==> src/rtl/nibble_serial_adder.sv <==


module nibble_serial_adder #(
    parameter int WIDTH = 16
) (
    input  logic             clk,
    input  logic             rst_n,
    input  logic             In_valid,
    output logic             In_ready,
    input  logic [WIDTH-1:0] Op_A,
    input  logic [WIDTH-1:0] Op_B,
    input  logic             Cin,
`ifdef SUB_EN
    input  logic             Sub,
`endif
    output logic [3:0]       Add_A,
    output logic [3:0]       Add_B,
    output logic             Add_Cin,
    input  logic [3:0]       Add_Sum,
    input  logic             Add_Carry,
    output logic             Out_valid,
    input  logic             Out_ready,
    output logic [WIDTH-1:0] Sum,
    output logic             Carry_out
);
    localparam int NIBBLES = WIDTH / 4;
    localparam int IDXW    = (NIBBLES > 1) ? $clog2(NIBBLES) : 1;

    generate
        if ((WIDTH % 4) != 0 || WIDTH < 4) begin : g_width_check
            $error("nibble_serial_adder: WIDTH must be a multiple of 4 and >= 4");
        end
    endgenerate

    typedef enum logic [1:0] {
        S_IDLE = 2'd0,
        S_RUN  = 2'd1,
        S_DONE = 2'd2
    } state_t;

    state_t            state_q, state_d;
    logic [IDXW-1:0]   idx_q, idx_d;
    logic              carry_q, carry_d;
    logic [WIDTH-1:0]  a_q, a_d;
    logic [WIDTH-1:0]  b_q, b_d;
    logic [WIDTH-1:0]  sum_q, sum_d;
    logic              cout_q, cout_d;
    logic              ovld_q, ovld_d;
    logic              invert_b;
    logic              init_carry;
    logic [IDXW+1:0]   nib_sel;
    logic              last_nib;

`ifdef SUB_EN
    logic sub_q, sub_d;

    // Subtract is A + ~B + 1, so the initial carry is forced high and Cin ignored.
    assign invert_b   = sub_q;
    assign init_carry = Sub ? 1'b1 : Cin;

    always_ff @(posedge clk or negedge rst_n) begin
        if (!rst_n) sub_q <= 1'b0;
        else        sub_q <= sub_d;
    end
`else
    assign invert_b   = 1'b0;
    assign init_carry = Cin;
`endif

    assign nib_sel  = {idx_q, 2'b00};
    assign last_nib = (idx_q == IDXW'(NIBBLES - 1));

    always_ff @(posedge clk or negedge rst_n) begin
        if (!rst_n) begin
            state_q <= S_IDLE;
            idx_q   <= '0;
            carry_q <= 1'b0;
            a_q     <= '0;
            b_q     <= '0;
            sum_q   <= '0;
            cout_q  <= 1'b0;
            ovld_q  <= 1'b0;
        end else begin
            state_q <= state_d;
            idx_q   <= idx_d;
            carry_q <= carry_d;
            a_q     <= a_d;
            b_q     <= b_d;
            sum_q   <= sum_d;
            cout_q  <= cout_d;
            ovld_q  <= ovld_d;
        end
    end

    always_comb begin
        state_d  = state_q;
        idx_d    = idx_q;
        carry_d  = carry_q;
        a_d      = a_q;
        b_d      = b_q;
        sum_d    = sum_q;
        cout_d   = cout_q;
        ovld_d   = ovld_q;
`ifdef SUB_EN
        sub_d    = sub_q;
`endif
        In_ready = 1'b0;
        Add_A    = 4'h0;
        Add_B    = 4'h0;
        Add_Cin  = 1'b0;

        case (state_q)
            S_IDLE: begin
                In_ready = 1'b1;
                if (In_valid) begin
                    a_d     = Op_A;
                    b_d     = Op_B;
                    carry_d = init_carry;
                    idx_d   = '0;
                    sum_d   = '0;
`ifdef SUB_EN
                    sub_d   = Sub;
`endif
                    state_d = S_RUN;
                end
            end
            S_RUN: begin
                Add_A   = a_q[nib_sel +: 4];
                Add_B   = b_q[nib_sel +: 4] ^ {4{invert_b}};
                Add_Cin = carry_q;
                sum_d[nib_sel +: 4] = Add_Sum;
                carry_d = Add_Carry;
                if (last_nib) begin
                    // Index parks at 0 so the part-select never points past the operand.
                    idx_d   = '0;
                    cout_d  = Add_Carry;
                    ovld_d  = 1'b1;
                    state_d = S_DONE;
                end else begin
                    idx_d   = idx_q + IDXW'(1);
                end
            end
            S_DONE: begin
                if (Out_ready) begin
                    ovld_d  = 1'b0;
                    state_d = S_IDLE;
                end
            end
            default: state_d = S_IDLE;
        endcase
    end

    assign Out_valid = ovld_q;
    assign Sum       = sum_q;
    assign Carry_out = cout_q;
endmodule

==> config.mk <==
export PLATFORM = sky130hd
export DESIGN_NAME = nibble_serial_adder
export DESIGN_NICKNAME = d
export VERILOG_FILES = /design/src/rtl/nibble_serial_adder.sv
export SDC_FILE = /design/constraint.sdc
export NUM_CORES = 1
export LEC_CHECK = 0
export ABC_AREA = 1
export BUFFER_PORTS_ARGS = -buffer_cell sky130_fd_sc_hd__buf_2
export CAP_MARGIN = 20
export CORE_MARGIN = 4
export CORE_UTILIZATION = 47
export CTS_CLUSTER_DIAMETER = 200
export DETAILED_ROUTE_END_ITERATION = 12
export PLACE_DENSITY = 0.78
export SYNTH_ARGS = -nofsm -noshare
export SYNTH_HDL_FRONTEND = slang
export SYNTH_SLANG_ARGS = --single-unit
==> constraint.sdc <==
create_clock -name clk -period 1.5 [get_ports clk]
set_input_delay 0.15 -clock clk [delete_from_list [all_inputs] [get_ports clk]]
set_output_delay 0.15 -clock clk [all_outputs]
set_load 0.05 [all_outputs]
Word level (Yosys, flattened, before mapping) --
Index checks and enable logic that the tools add are counted.
Cells by class: add/subtract/negate cells 2, equality and inequality tests 6, shift-type cells 4, multiplexer cells 19, reductions and logical operators 8
Operators by type and width (count):
- 16-bit case mux with 2 select lines | 1
- 16-bit by 5-bit indexed part select with 4-bit output | 2
- 16-bit bitwise mux | 1
- 16-bit two-way mux | 1
- 4-bit by 6-bit variable shift with 16-bit output (first input constant) | 1
- 4-bit by 6-bit indexed part select with 16-bit output | 1
- 2-bit two-way mux | 5
- 4-bit two-way mux | 2
- 2-bit != test (second input constant) | 3
- 4-bit negation with 6-bit output | 1
- 2-bit case mux with 3 select lines | 1
- 2-bit AND reduction | 3
- 3-bit AND reduction | 2
- 1-bit two-way mux | 5
- 2-bit equality test (second input constant) | 2
- 1-bit case mux with 2 select lines | 2
- 2-bit case mux with 2 select lines | 1
- 2-bit nonzero test | 2
- 2-bit by 1-bit adder with 2-bit output (second input constant) | 1
- 2-bit by 1-bit equality test with 1-bit output (second input constant) | 1
- 2-bit logical NOT | 1
Word-level totals: register bits after elaboration 55, bits of input ports 42, output and inout bits 28, logic and storage cells 47

Depth between registers and ports, before layout --
Gate-level depths: netlist of run 1.
word-level depth 4, gate-level depth with buffers 8, mapped depth without buffers 7

Worst setup path after synthesis of run 1 --
OpenSTA, ideal clock, no wires.
path kind reg-to-output, start point register idx_q[0], end point output Add_B[2], data arrival time 1.643 ns, required time 1.350 ns, slack -0.293 ns, cell stages (with the launch flop) 6, path buffers 1, path through dfrtp_1 > inv_1 > clkbuf_1 > nand2_1 > nand3_1 > a21oi_1
On the way: word-level cells in the longest chain between the ends 2
Ends and longest elaborated chain:
- start: declaration | RTL line 42 | logic [IDXW-1:0] idx_q, idx_d;
- start signal: assignment | RTL line 85 | idx_q <= idx_d;
- 16-bit by 5-bit indexed part select with 4-bit output | RTL line 129 | Add_B = b_q[nib_sel +: 4] ^ {4{invert_b}};
- 4-bit two-way mux | RTL line 112 | case (state_q)
- end: declaration | RTL line 17 | output logic [3:0] Add_B,
Every way passes these cells.

Final worst setup path of run 1 --
start point register idx_q[0], end point output Add_A[2]
On the way: word-level cells in the longest chain between the ends 2
Ends and longest elaborated chain:
- 16-bit by 5-bit indexed part select with 4-bit output | RTL line 128 | Add_A = a_q[nib_sel +: 4];
- 4-bit two-way mux | RTL line 112
- end: declaration | RTL line 16 | output logic [3:0] Add_A,
Every way passes these cells.

==> results.md, run 1 <==
- Nets@finish: approximately 460
- Worst setup path category: reg2out
- Fin crit share: 106.5%
- Vias in the first global route: 2,283
- Share of power burned in registers: a little over a quarter
- HPWL after DPL: between 4 and 5 mm
- Worst Path Arrival: 1.45 ns
- Clock transition at path regs: around 0.1 ns
- CTS max path bufs: 2
- Total CTS buffers: 5
- Slowest cell on the critical path: dfrtp_2
- CTS H-tree lvls: 2
- Avg Cell Area, Syn: around 8 um^2
- Area of the multi-input gates: 1180 um^2
- Share of cells above drive strength 1: 35.54%
- Outcome: finished, violations left
- Finish-stage setup viols: 9
- Worst rel slew slack: 74.32%
- Syn Std Cell Area: 2618 um^2
- Netlist cell types: 21
- Routability-driven placement congestion ratio: 0.8018
- Cell Chain, Critical Path: buf_2 -> nand2_1 -> nand3_2 -> a21oi_4 -> buf_6
- CTS sink cnt: 55
- Starting DRT DRC Count: roughly 130
- CORE AREA: approximately 5200 um^2
- Fin. max-slew vios: 0
- Cell Int Power: 4613 uW
- Hold Vio Cnt, Final: 0
- Post-Syn Nets: between 300 and 400
- Critical path endpoint category: output port
- Switching pwr: approximately 4200 uW
- Initial Utilization: about half
- Vias/cell: a little under 5
- Rows: 26
- Root Buffer: clkbuf_8
- PortBufs: 69
- Max cap viols: 0
- CTS tree: yes
- Syn. warnings: 0
- Hold Crit Class: in2reg
- DR WL/cell: 12.97 um
- Max Freq: around 0.63 GHz
- P per Cell Area: around 2500 nW/um^2
- Skew final: 0.005265 ns
- Worst-Skew Late Latency: about 0.32 ns
- Initial antenna violation count: 0
- Leakage: approximately 0.0019 uW
- Total wire length: between 6 and 7 mm
- Placed Area: approximately 3200 um^2
- Sw frac: 47.48%
- Post-route cell area: between 3000 and 4000 um^2
- Clock share of power: 13.2%
- All-Layer GR Usage: between 10% and 20%
- Seq cells post-synth: 55
- Failing checks: negative setup slack
- Worst hold slack: 0.02727 ns
- Crit path max fanout: 5
- Cell taking the most area after synthesis: dfrtp_1
- DRC Markers: 0
- Share of the synthesized area in the top cell type: between 50% and 60%
- CP Data Required Time: approximately 1.4 ns
- Via count: ~2,400
- Combinational Power Share: 60.5%
- Syn Inst Count: ~330
- Measured slew at the worst slew-check pin: between 0.3 and 0.4 ns
- Layout area overhead: 36.81%
- Height of the chip: between 80 and 90 um
- Unrepaired setup endpoints after global routing: true
- Post-synthesis sequential area ratio: ~53%
- Final WS setup: -0.09691 ns
- Antenna diodes: 0
- Area contributors post-synth: dfrtp_1, nand2_1, a21oi_1, nand3_1, inv_1
- Top Ports: 70
- Tmin final: roughly 1.6 ns
- # fillers: 418
- Overflow after GRT: 0
- Worst Setup Start Kind: flop
- Pre-Repair DR Iteration Count: 4
- Max IR drop VDD: 1.687 mV
- Setup WS pre-CTS: around 0.095 ns
- Worst path max stage delay: between 0.4 and 0.5 ns
- Die area: slightly below 7000 um^2
- First-pass GRT wire length: roughly 10 mm
- Largest net degree at the start of global routing: 56
- Final setup TNS: -0.6206 ns
- Sequential cell area: between 1000 and 1500 um^2
- Post-DRT Antenna Nets: 0
- Chip width: 82.63 um
-- routing by layer --
metal	track usage [%]	wire length (um)	up-vias
met1	23.23	2651	1093
met5	0	0	-
li1	-	-	1182
met2	34.29	3051	66
met3	3.796	380	15
met4	5.556	116	0
-- worst paths after layout --
check                           startpoint    endpoint  slack (ns)  depth (start not counted)
worst max-delay path              idx_q[0]    Add_A[2]        -0.1                          5
worst min-delay path             Out_ready  state_q[1]        0.03                          2
worst max register to register    idx_q[0]     Sum[12]       -0.01                          9
worst min register to register   Out_valid   Out_valid        0.48                          2
max in group asynchronous            rst_n    idx_q[0]        0.90                          3
min in group asynchronous            rst_n      Sum[3]        0.36                          3
-- metrics by stage --
step | util (%) | cells | total power, uW
3_5_place_dp | 60.99 | 462 | 6881
4_1_cts | 66.72 | 474 | 8561
5_1_grt | 68.37 | 478 | 9356
6_report | 68.37 | 478 | 8784
2_1_floorplan | - | 326 | 5752
3_3_place_gp | 60.99 | 462 | 6750
-- synth_stat cells --
master    count
nand2_1      65
dfrtp_1      55
inv_1        47
a21oi_1      40
nor2_1       38
nand3_1      37
o21ai_0       9
buf_2         6
ha_1          6
buf_4         4
nand2_2       3
o21ai_1       3
buf_1         2
clkbuf_1      2
nor2_2        2
nor2_4        2
clkinv_1      1
inv_2         1
o211ai_1      1
o31ai_1       1
or2_2         1
-- placed cells by master (no fill, tap or decap), types with 5 or more instances in the layout --
| master | count |
|---|---|
| buf_2 | 61 |
| inv_1 | 44 |
| clkbuf_8 | 5 |
| dfrtp_1 | 53 |
| o21ai_1 | 6 |
| o21ai_0 | 6 |
| a21oi_4 | 7 |
| nand3_1 | 22 |
| nand2_1 | 60 |
| nand3_2 | 15 |
| nand2_2 | 8 |
| buf_6 | 14 |
| nor2_1 | 33 |
| buf_4 | 8 |
| nor2_2 | 7 |
| a21oi_1 | 32 |
-- layout make-up --
class | count | share of cell area [%]
clock buffer | 5 | 1.922
clock inverter | 3 | 1.887
inverter | 49 | 5.171
multi-input combinational | 208 | 32.95
sequential | 55 | 38.50
tap | 70 | 2.446
timing repair buffer | 88 | 17.12
-- state kept, by name, indices dropped and copies added, names as in the netlist --
register   cells
Carry_out      1
Out_valid      1
Sum           16
a_q           16
b_q           16
carry_q        1
idx_q          2
state_q        2
-- what timing repair did --
action,in CTS,in global routing
hold endpoints to repair,55,0
hold buffers,1,0
setup endpoints to repair,9,24
setup buffers,3,2
pin swaps,3,5
gates cloned,0,2
gates resized for setup,40,18
-- cells by family (layout without fill, tap and decap cells) --
logic type | Yosys count | count (layout) | synth area share (%)
buffers and inverters | 63 | 145 | 9.895
flip-flops | 55 | 55 | 52.58
adder cells (fa/ha/maj) | 6 | 6 | 2.868
AND/OR/NAND/NOR | 148 | 148 | 24.14
AO/OA/AOI/OAI | 54 | 54 | 10.52
-- worst max-delay path: cells and delay by family (launching register included) --
family / cells / cell delay, ns
flops: 1 / 0.45
buf+inv: 2 / 0.34
simple gates: 2 / 0.19
compound gates: 1 / 0.14
-- power by group through the flow --
stage,Combinational (uW),Sequential [uW],Clock [uW]
after global routing,5770,2360,1230
final,5320,2300,1160
after CTS,5080,2300,1180
after global placement,4460,2290,0
after floorplan,3020,2730,0
after detailed placement,4560,2320,0
Power figures use the tool's default switching activity.
==> run 2: changes to the inputs <==
==> config.mk (replaced) <==
export PLATFORM = sky130hd
export DESIGN_NAME = nibble_serial_adder
export DESIGN_NICKNAME = d
export VERILOG_FILES = /design/src/rtl/nibble_serial_adder.sv
export SDC_FILE = /design/constraint.sdc
export NUM_CORES = 1
export LEC_CHECK = 0
export CAP_MARGIN = 20
export CORE_MARGIN = 4
export CORE_UTILIZATION = 55
export CTS_CLUSTER_DIAMETER = 200
export DETAILED_ROUTE_END_ITERATION = 12
export DONT_BUFFER_PORTS = 1
export PLACE_DENSITY = 0.76
export SYNTH_ARGS = -nofsm -noshare
export SYNTH_HDL_FRONTEND = slang
export SYNTH_SLANG_ARGS = --single-unit
==> run 2 against run 1 <==
Net effect: the run still ends with negative setup slack left; via count shrank 26%; combinational power shrank 6.2%; core utilization rose by 11 points; non-clock buffer count shrank 17; final area is 0.11% higher; register-to-register slack lost 0.14 ns; die area down 12%; sequential cell count is the same; critical path type unchanged; largest power group unchanged.
==> results.md, run 2 <==
- Total CTS buffers: 5 (unchanged)
- Reg2reg start: idx_q[0]
- CTS H-tree lvls: 2 (unchanged)
- DRC Markers: 0 (unchanged)
- DR WL/cell: 21.38 um (+65%)
- Hold Crit Class: in2reg
- First-pass GRT wire length: 10.25 mm (+2.3%)
- EDFF count, synth: 0 (unchanged)
- DP Cell Count: 236 (-49%)
- Critical path endpoint category: output port
- Max Freq: 0.5501 GHz (-12%)
- Vias/cell: 5.902 (+20%)
- Failing checks: negative setup slack
- Rows: 24 (-7.7%)
- Flop-to-flop setup slack: -0.15 ns (-0.14 ns)
- P per Cell Area: 2475 nW/um^2 (+0.91%)
- Vias in the first global route: 1,932 (-15%)
- Finish-stage setup viols: 57 (+48)
- Outcome: finished, violations left
- Syn Std Cell Area: 2643 um^2 (+0.96%)
- Netlist cell types: 30 (+43%)
- Worst Path Arrival: 1.67 ns (+0.22 ns)
- Crit path max fanout: 5 (unchanged)
- HPWL after DPL: 4.153 mm (-5.6%)
- PortBufs: 0 (-100%)
- CTS sink cnt: 55 (unchanged)
- Highest routed metal layer: met4
- Critical R2R Capture: Sum[13]
- Routed wl met3: 313 um (-18%)
- Seq cells post-synth: 55 (unchanged)
- Die area: 5978 um^2 (-12%)
- Non-filler cells, final: 295 (-38%)
- Skew final: 0.008562 ns (+0.003297 ns)
- Share of the synthesized area in the top cell type: 52.08% (-0.50 points)
- Most used flip-flop cell after synthesis: dfrtp_1
- Final Util: 79.58% (+11 points)
- Pre-Repair DR Iteration Count: 4 (unchanged)
- Cell taking the most area after synthesis: dfrtp_1
- Tmin final: 1.818 ns (+0.2208 ns)
- Post-Syn Nets: 222 (-41%)
- All-Layer GR Usage: 21.91% (+2.8 points)
- Overflow after GRT: 0 (unchanged)
- Setup crit end: Add_B[0]
- Height of the chip: 77.32 um (-6.4%)
- Final WS setup: -0.3177 ns (-0.2208 ns)
- Worst hold slack: 0.009025 ns (-0.01825 ns)
- Antenna diodes: 0 (unchanged)
- Fin crit share: 121.2% (+15 points)
- Hold Vio Cnt, Final: 0 (unchanged)
- Chip width: 77.32 um (-6.4%)
- Syn. warnings: 0 (unchanged)
- Max cap viols: 0 (unchanged)
- Worst r2r path cells: 6 (-3)
- Commonest cells after routing, fill and taps aside: dfrtp_1, dlygate4sd3_1, mux2_4
- CORE AREA: 4504 um^2 (-14%)
- Worst Setup Start Kind: flop
- Nets@finish: 290 (-36%)
- Top Ports: 70 (unchanged)
- Unrepaired setup endpoints after global routing: true
- CTS max path bufs: 2 (unchanged)
- DR WL met2: 3.387 mm (+11%)
- Post-synthesis sequential area ratio: 52.08% (-0.50 points)
- Measured slew at the worst slew-check pin: 0.5166 ns (+0.1354 ns)
- Worst rel slew slack: 65.56% (-8.8 points)
- Initial antenna violation count: 0 (unchanged)
- Avg Cell Area, Syn: 15.19 um^2 (+89%)
- Setup WS pre-CTS: -0.09536 ns (-0.1904 ns)
- Share of cells above drive strength 1: 44.03% (+8.5 points)
- Layout area overhead: 35.65%
- FFs w/ async S/R, synth: 100.0% (unchanged)
- Area contributors post-synth: dfrtp_1, mux2_4, mux4_2, a22o_1, ha_1
- Max IR drop VDD: 1.468 mV (-13%)
- Clock transition at path regs: 0.09 ns (about the same)
- Sequential cell area: 1378 um^2 (about the same)
- CP Data Required Time: 1.35 ns (about the same)
- Post-synth top cells: dfrtp_1, mux2_4, a22o_1
- CTS tree: yes
- Largest net degree at the start of global routing: 56 (unchanged)
- Via count: 1,741 (-26%)
- Worst-Skew Late Latency: 0.31 ns (about the same)
- # fillers: 252 (-40%)
- Root Buffer: clkbuf_8
- Routability-driven placement congestion ratio: 0.8394 (+4.7%)
- Setup crit start: idx_q[0]
- Fin. max-slew vios: 0 (unchanged)
- Syn Inst Count: 174 (-47%)
- Area of the multi-input gates: 1275 um^2 (+8.1%)
- WL met1: 2.531 mm (-4.5%)
- Starting DRT DRC Count: 51 (-59%)
- Top-count cell post-synth: dfrtp_1
- Post-DRT Antenna Nets: 0 (unchanged)
- Total wire length: 6.306 mm (+1.7%)
- Initial Utilization: 58.67% (+8.7 points)
- Leading cell type in the layout, fill and taps excluded: dfrtp_1
- Leakage: 0.001657 uW (-13%)
- Worst setup path category: reg2out
[run 2: worst max-delay path: stages (launching register included)]
cell     delay [ns]
dfrtp_2        0.49
buf_6          0.15
mux4_2         0.49
and2_4         0.23
[run 2: cell families (layout without fill, tap and decap cells)]
logic type / after synthesis / after routing / share of synthesized area, %
flops: 55 / 55 / 52.08
mux: 41 / 41 / 24.86
simple gates: 32 / 32 / 7.623
compound gates: 27 / 27 / 8.238
buf+inv: 13 / 82 / 4.356
fa+ha+maj: 6 / 6 / 2.841
[run 2: worst min-delay path by stage]
stage | start | end | slack, ns | cells after the start
6_report | Add_Sum[1] | Sum[1] | 0.009 | 1
5_1_grt | Add_Sum[1] | Sum[1] | 0.02 | 1
4_1_cts | Add_Sum[1] | Sum[1] | 0.0003 | 1
3_5_place_dp | rst_n | a_q[0] | -0.14 | 0
3_3_place_gp | rst_n | a_q[2] | -0.14 | 0
2_1_floorplan | rst_n | Carry_out | -0.15 | 0
[run 2: per-stage QoR]
step           area (um^2)  TNS, ns  total power, uW
5_1_grt               3585   -7.286             9296
3_5_place_dp          2861   -2.247             7264
6_report              3585   -5.117             8873
4_1_cts               3531   -3.664             8689
2_1_floorplan         2709   -4.097             6341
3_3_place_gp          2861  -0.2436             7068
[run 2: area by class of cell]
type / count / share of cell area (%)
tap: 52 / 1.815
sequential: 55 / 38.43
clock buffer: 7 / 2.408
inverter: 3 / 0.4188
timing repair buffer: 71 / 21.12
multi-input combinational: 106 / 35.57
clock inverter: 1 / 0.2443
[run 2: routing by layer]
layer,track usage [%],vias up
li1,-,765
met1,25.58,902
met2,39.98,63
met3,5.386,11
met4,6.050,0
met5,0,-
[run 2: repair_timing]
action	4_1_cts	5_1_grt
resized for setup	26	7
buffers inserted	7	5
hold buffers	41	0
endpoints found under the setup margin	58	31
endpoints found under the hold margin	105	0
pin swaps	10	5
[run 2: power breakdown]
part | total, uW | internal [uW] | switching, uW
logic | 4990 | 2600 | 2390
registers | 3040 | 2130 | 912
clock network | 839 | 379 | 460
==> run 3: changes to the inputs <==
--- a/config.mk
+++ b/config.mk
@@ -5,13 +5,14 @@
 export SDC_FILE = /design/constraint.sdc
 export NUM_CORES = 1
 export LEC_CHECK = 0
+export ABC_AREA = 1
 export CAP_MARGIN = 20
 export CORE_MARGIN = 4
 export CORE_UTILIZATION = 55
 export CTS_CLUSTER_DIAMETER = 200
 export DETAILED_ROUTE_END_ITERATION = 12
 export DONT_BUFFER_PORTS = 1
-export PLACE_DENSITY = 0.76
+export PLACE_DENSITY = 0.73
 export SYNTH_ARGS = -nofsm -noshare
 export SYNTH_HDL_FRONTEND = slang
 export SYNTH_SLANG_ARGS = --single-unit
==> constraint.sdc (replaced) <==
create_clock -name clk -period 2.2 [get_ports clk]
set_input_delay 0.22 -clock clk [delete_from_list [all_inputs] [get_ports clk]]
set_output_delay 0.22 -clock clk [all_outputs]
set_load 0.05 [all_outputs]
==> run 3 against run 2 <==
Net effect: the flow now finishes without violations; non-clock buffer count fell by 51; final area decreased by 20%; global-route usage fell by 2.4 points; via count is 21% higher; core utilization down 15 points; register-to-register slack gained 0.66 ns; wire length decreased by 13%; critical path depth up 4; combinational power is 52% lower; sequential share of layout area is 9.4 points higher; sequential cell count did not move; cell count is 33% higher; largest power group unchanged; highest routed layer unchanged.
==> results.md, run 3 (synthesized netlist as in run 1, its figures left out) <==
- Outcome: finished, final reports clean
- Worst Path Arrival: 1.66 ns (about the same)
- Fin crit share: around 85%
- Max Freq: roughly 0.53 GHz
- Die area: 5927 um^2 (-0.85%)
- DRC Markers: 0 (unchanged)
- Initial antenna violation count: 0 (unchanged)
- Unrepaired setup endpoints after global routing: false
- Placed Area: 2735 um^2 (-4.4%)
- PortBufs: 0 (unchanged)
- First-pass GRT wire length: 9.411 mm (-8.1%)
- Worst setup path category: reg2out
- Worst rel slew slack: 66.83% (+1.3 points)
- Skew final: 0.006131 ns (-0.002432 ns)
- CTS max path bufs: 2 (unchanged)
- Post-DRT Antenna Nets: 0 (unchanged)
- Finish-stage setup viols: 0 (-100%)
- CTS H-tree lvls: 2 (unchanged)
- Chip width: 76.99 um (-0.43%)
- Fin. max-slew vios: 0 (unchanged)
- P per Cell Area: 1684 nW/um^2 (-32%)
- Post-CTS Setup Inserts: 0 (-7)
- Cell count of the worst hold path: 2 (+1)
- Commonest cells after routing, fill and taps aside: nand2_1, dfrtp_1, inv_1
- Total wire length: 5.490 mm (-13%)
- Critical path endpoint category: output port
- Post-route cell area: 2877 um^2 (-20%)
- Worst path max stage delay: 0.36 ns (-0.13 ns)
- Measured slew at the worst slew-check pin: 0.4975 ns (-0.01906 ns)
- CTS sink cnt: 55 (unchanged)
- Worst Setup Start Kind: flop
- Max IR drop VDD: 1.136 mV (-23%)
- DR WL/cell: 14.01 um (-34%)
- Height of the chip: 76.99 um (-0.43%)
- Largest net degree at the start of global routing: 56 (unchanged)
- Final setup TNS: 0 ns (+5.117 ns)
- Total CTS buffers: 5 (unchanged)
- Layout area overhead: 9.895%
- Tmin final: between 1.5 and 2 ns
- Starting DRT DRC Count: 132 (+160%)
- Rows: 24 (unchanged)
- Worst r2r path cells: 7 (+1)
- Cell Chain, Critical Path: buf_4 -> inv_1 -> buf_4 -> nand2_1 -> nand3_1 -> a21oi_1 -> buf_4
- Worst-Skew Late Latency: 0.30 ns (about the same)
- All-Layer GR Usage: 19.56% (-2.4 points)
- Clock transition at path regs: 0.10 ns (about the same)
- Initial Utilization: 58.50% (-0.17 points)
- Antenna diodes: 0 (unchanged)
- CORE AREA: 4474 um^2 (-0.67%)
- # fillers: 403 (+60%)
- Vias/cell: 5.352 (-9.3%)
- Slowest cell on the critical path: dfrtp_1
- Final Util: 64.29% (-15 points)
- Share of cells above drive strength 1: 10.29% (-34 points)
- CTS tree: yes
- Via count: 2,098 (+21%)
- Vias in the first global route: 2,013 (+4.2%)
- Overflow after GRT: 0 (unchanged)
- Total power: 4845 uW (-45%)
- Worst hold slack: 0.04860 ns (+0.03958 ns)
- Root Buffer: clkbuf_8
- Top Ports: 70 (unchanged)
- Crit path max fanout: 15 (+10)
- Nets@finish: 387 (+33%)
- Hold Crit Class: in2reg
- Pre-Repair DR Iteration Count: 4 (unchanged)
- CP Data Required Time: 1.98 ns (+0.63 ns)
- Routability-driven placement congestion ratio: 0.7790 (-7.2%)
- Leading cell type in the layout, fill and taps excluded: nand2_1
- Leakage: 0.001516 uW (-8.5%)
- Most Frequent Cell on Critical Path: buf_4
- HPWL after DPL: 4.014 mm (-3.4%)
- Hold Vio Cnt, Final: 0 (unchanged)
- Max cap viols: 0 (unchanged)
[run 3: worst max-delay path: cells and delay by family, from the launching register on]
family	cells	cell delay [ns]
flip-flops	1	0.36
AND/OR/NAND/NOR	2	0.13
buffers and inverters	4	0.66
AO/OA/AOI/OAI	1	0.21
[run 3: per-stage QoR]
step,worst slack (ns),instances
2_1_floorplan,0.3371,326
3_3_place_gp,0.6657,381
3_5_place_dp,0.5561,381
4_1_cts,0.3285,392
5_1_grt,0.2029,392
6_report,0.3231,392
[run 3: worst paths after layout]
kind	start	endpoint	slack, ns
worst max register to register	idx_q[0]	Sum[2]	0.51
worst min-delay path	Add_Sum[1]	Sum[1]	0.05
worst max-delay path	idx_q[0]	Add_B[1]	0.32
worst min register to register	a_q[8]	a_q[8]	0.52
min in group asynchronous	rst_n	Sum[3]	0.47
max in group asynchronous	rst_n	b_q[2]	1.50
[run 3: area by class of cell]
cell class                      instances  area, um^2  share of cell area, %
Sequential cell                        55        1376                  47.85
Multi-Input combinational cell        208       982.2                  34.15
Inverter                               49       183.9                  6.394
Timing Repair Buffer                   20       175.2                  6.090
Clock buffer                            5       68.82                  2.392
Tap cell                               52       65.06                  2.262
Clock inverter                          3       25.02                 0.8699
[run 3: what timing repair did]
item	4_1_cts	5_1_grt
gates resized for setup	0	0
hold buffers	3	0
endpoints found under the hold margin	56	0
[run 3: per-layer routing]
metal | GRT usage (%) | wire length [um] | vias to the layer above
met5 | 0 | 0 | -
met4 | 5.516 | 59 | 0
met3 | 5.386 | 352 | 7
met2 | 30.66 | 2539 | 68
met1 | 26.71 | 2539 | 976
li1 | - | - | 1047
[run 3: power breakdown]
part / internal [uW] / total, uW / switching (uW)
Sequential: 1400 / 1870 / 463
Clock: 228 / 565 / 337
Combinational: 731 / 2410 / 1680
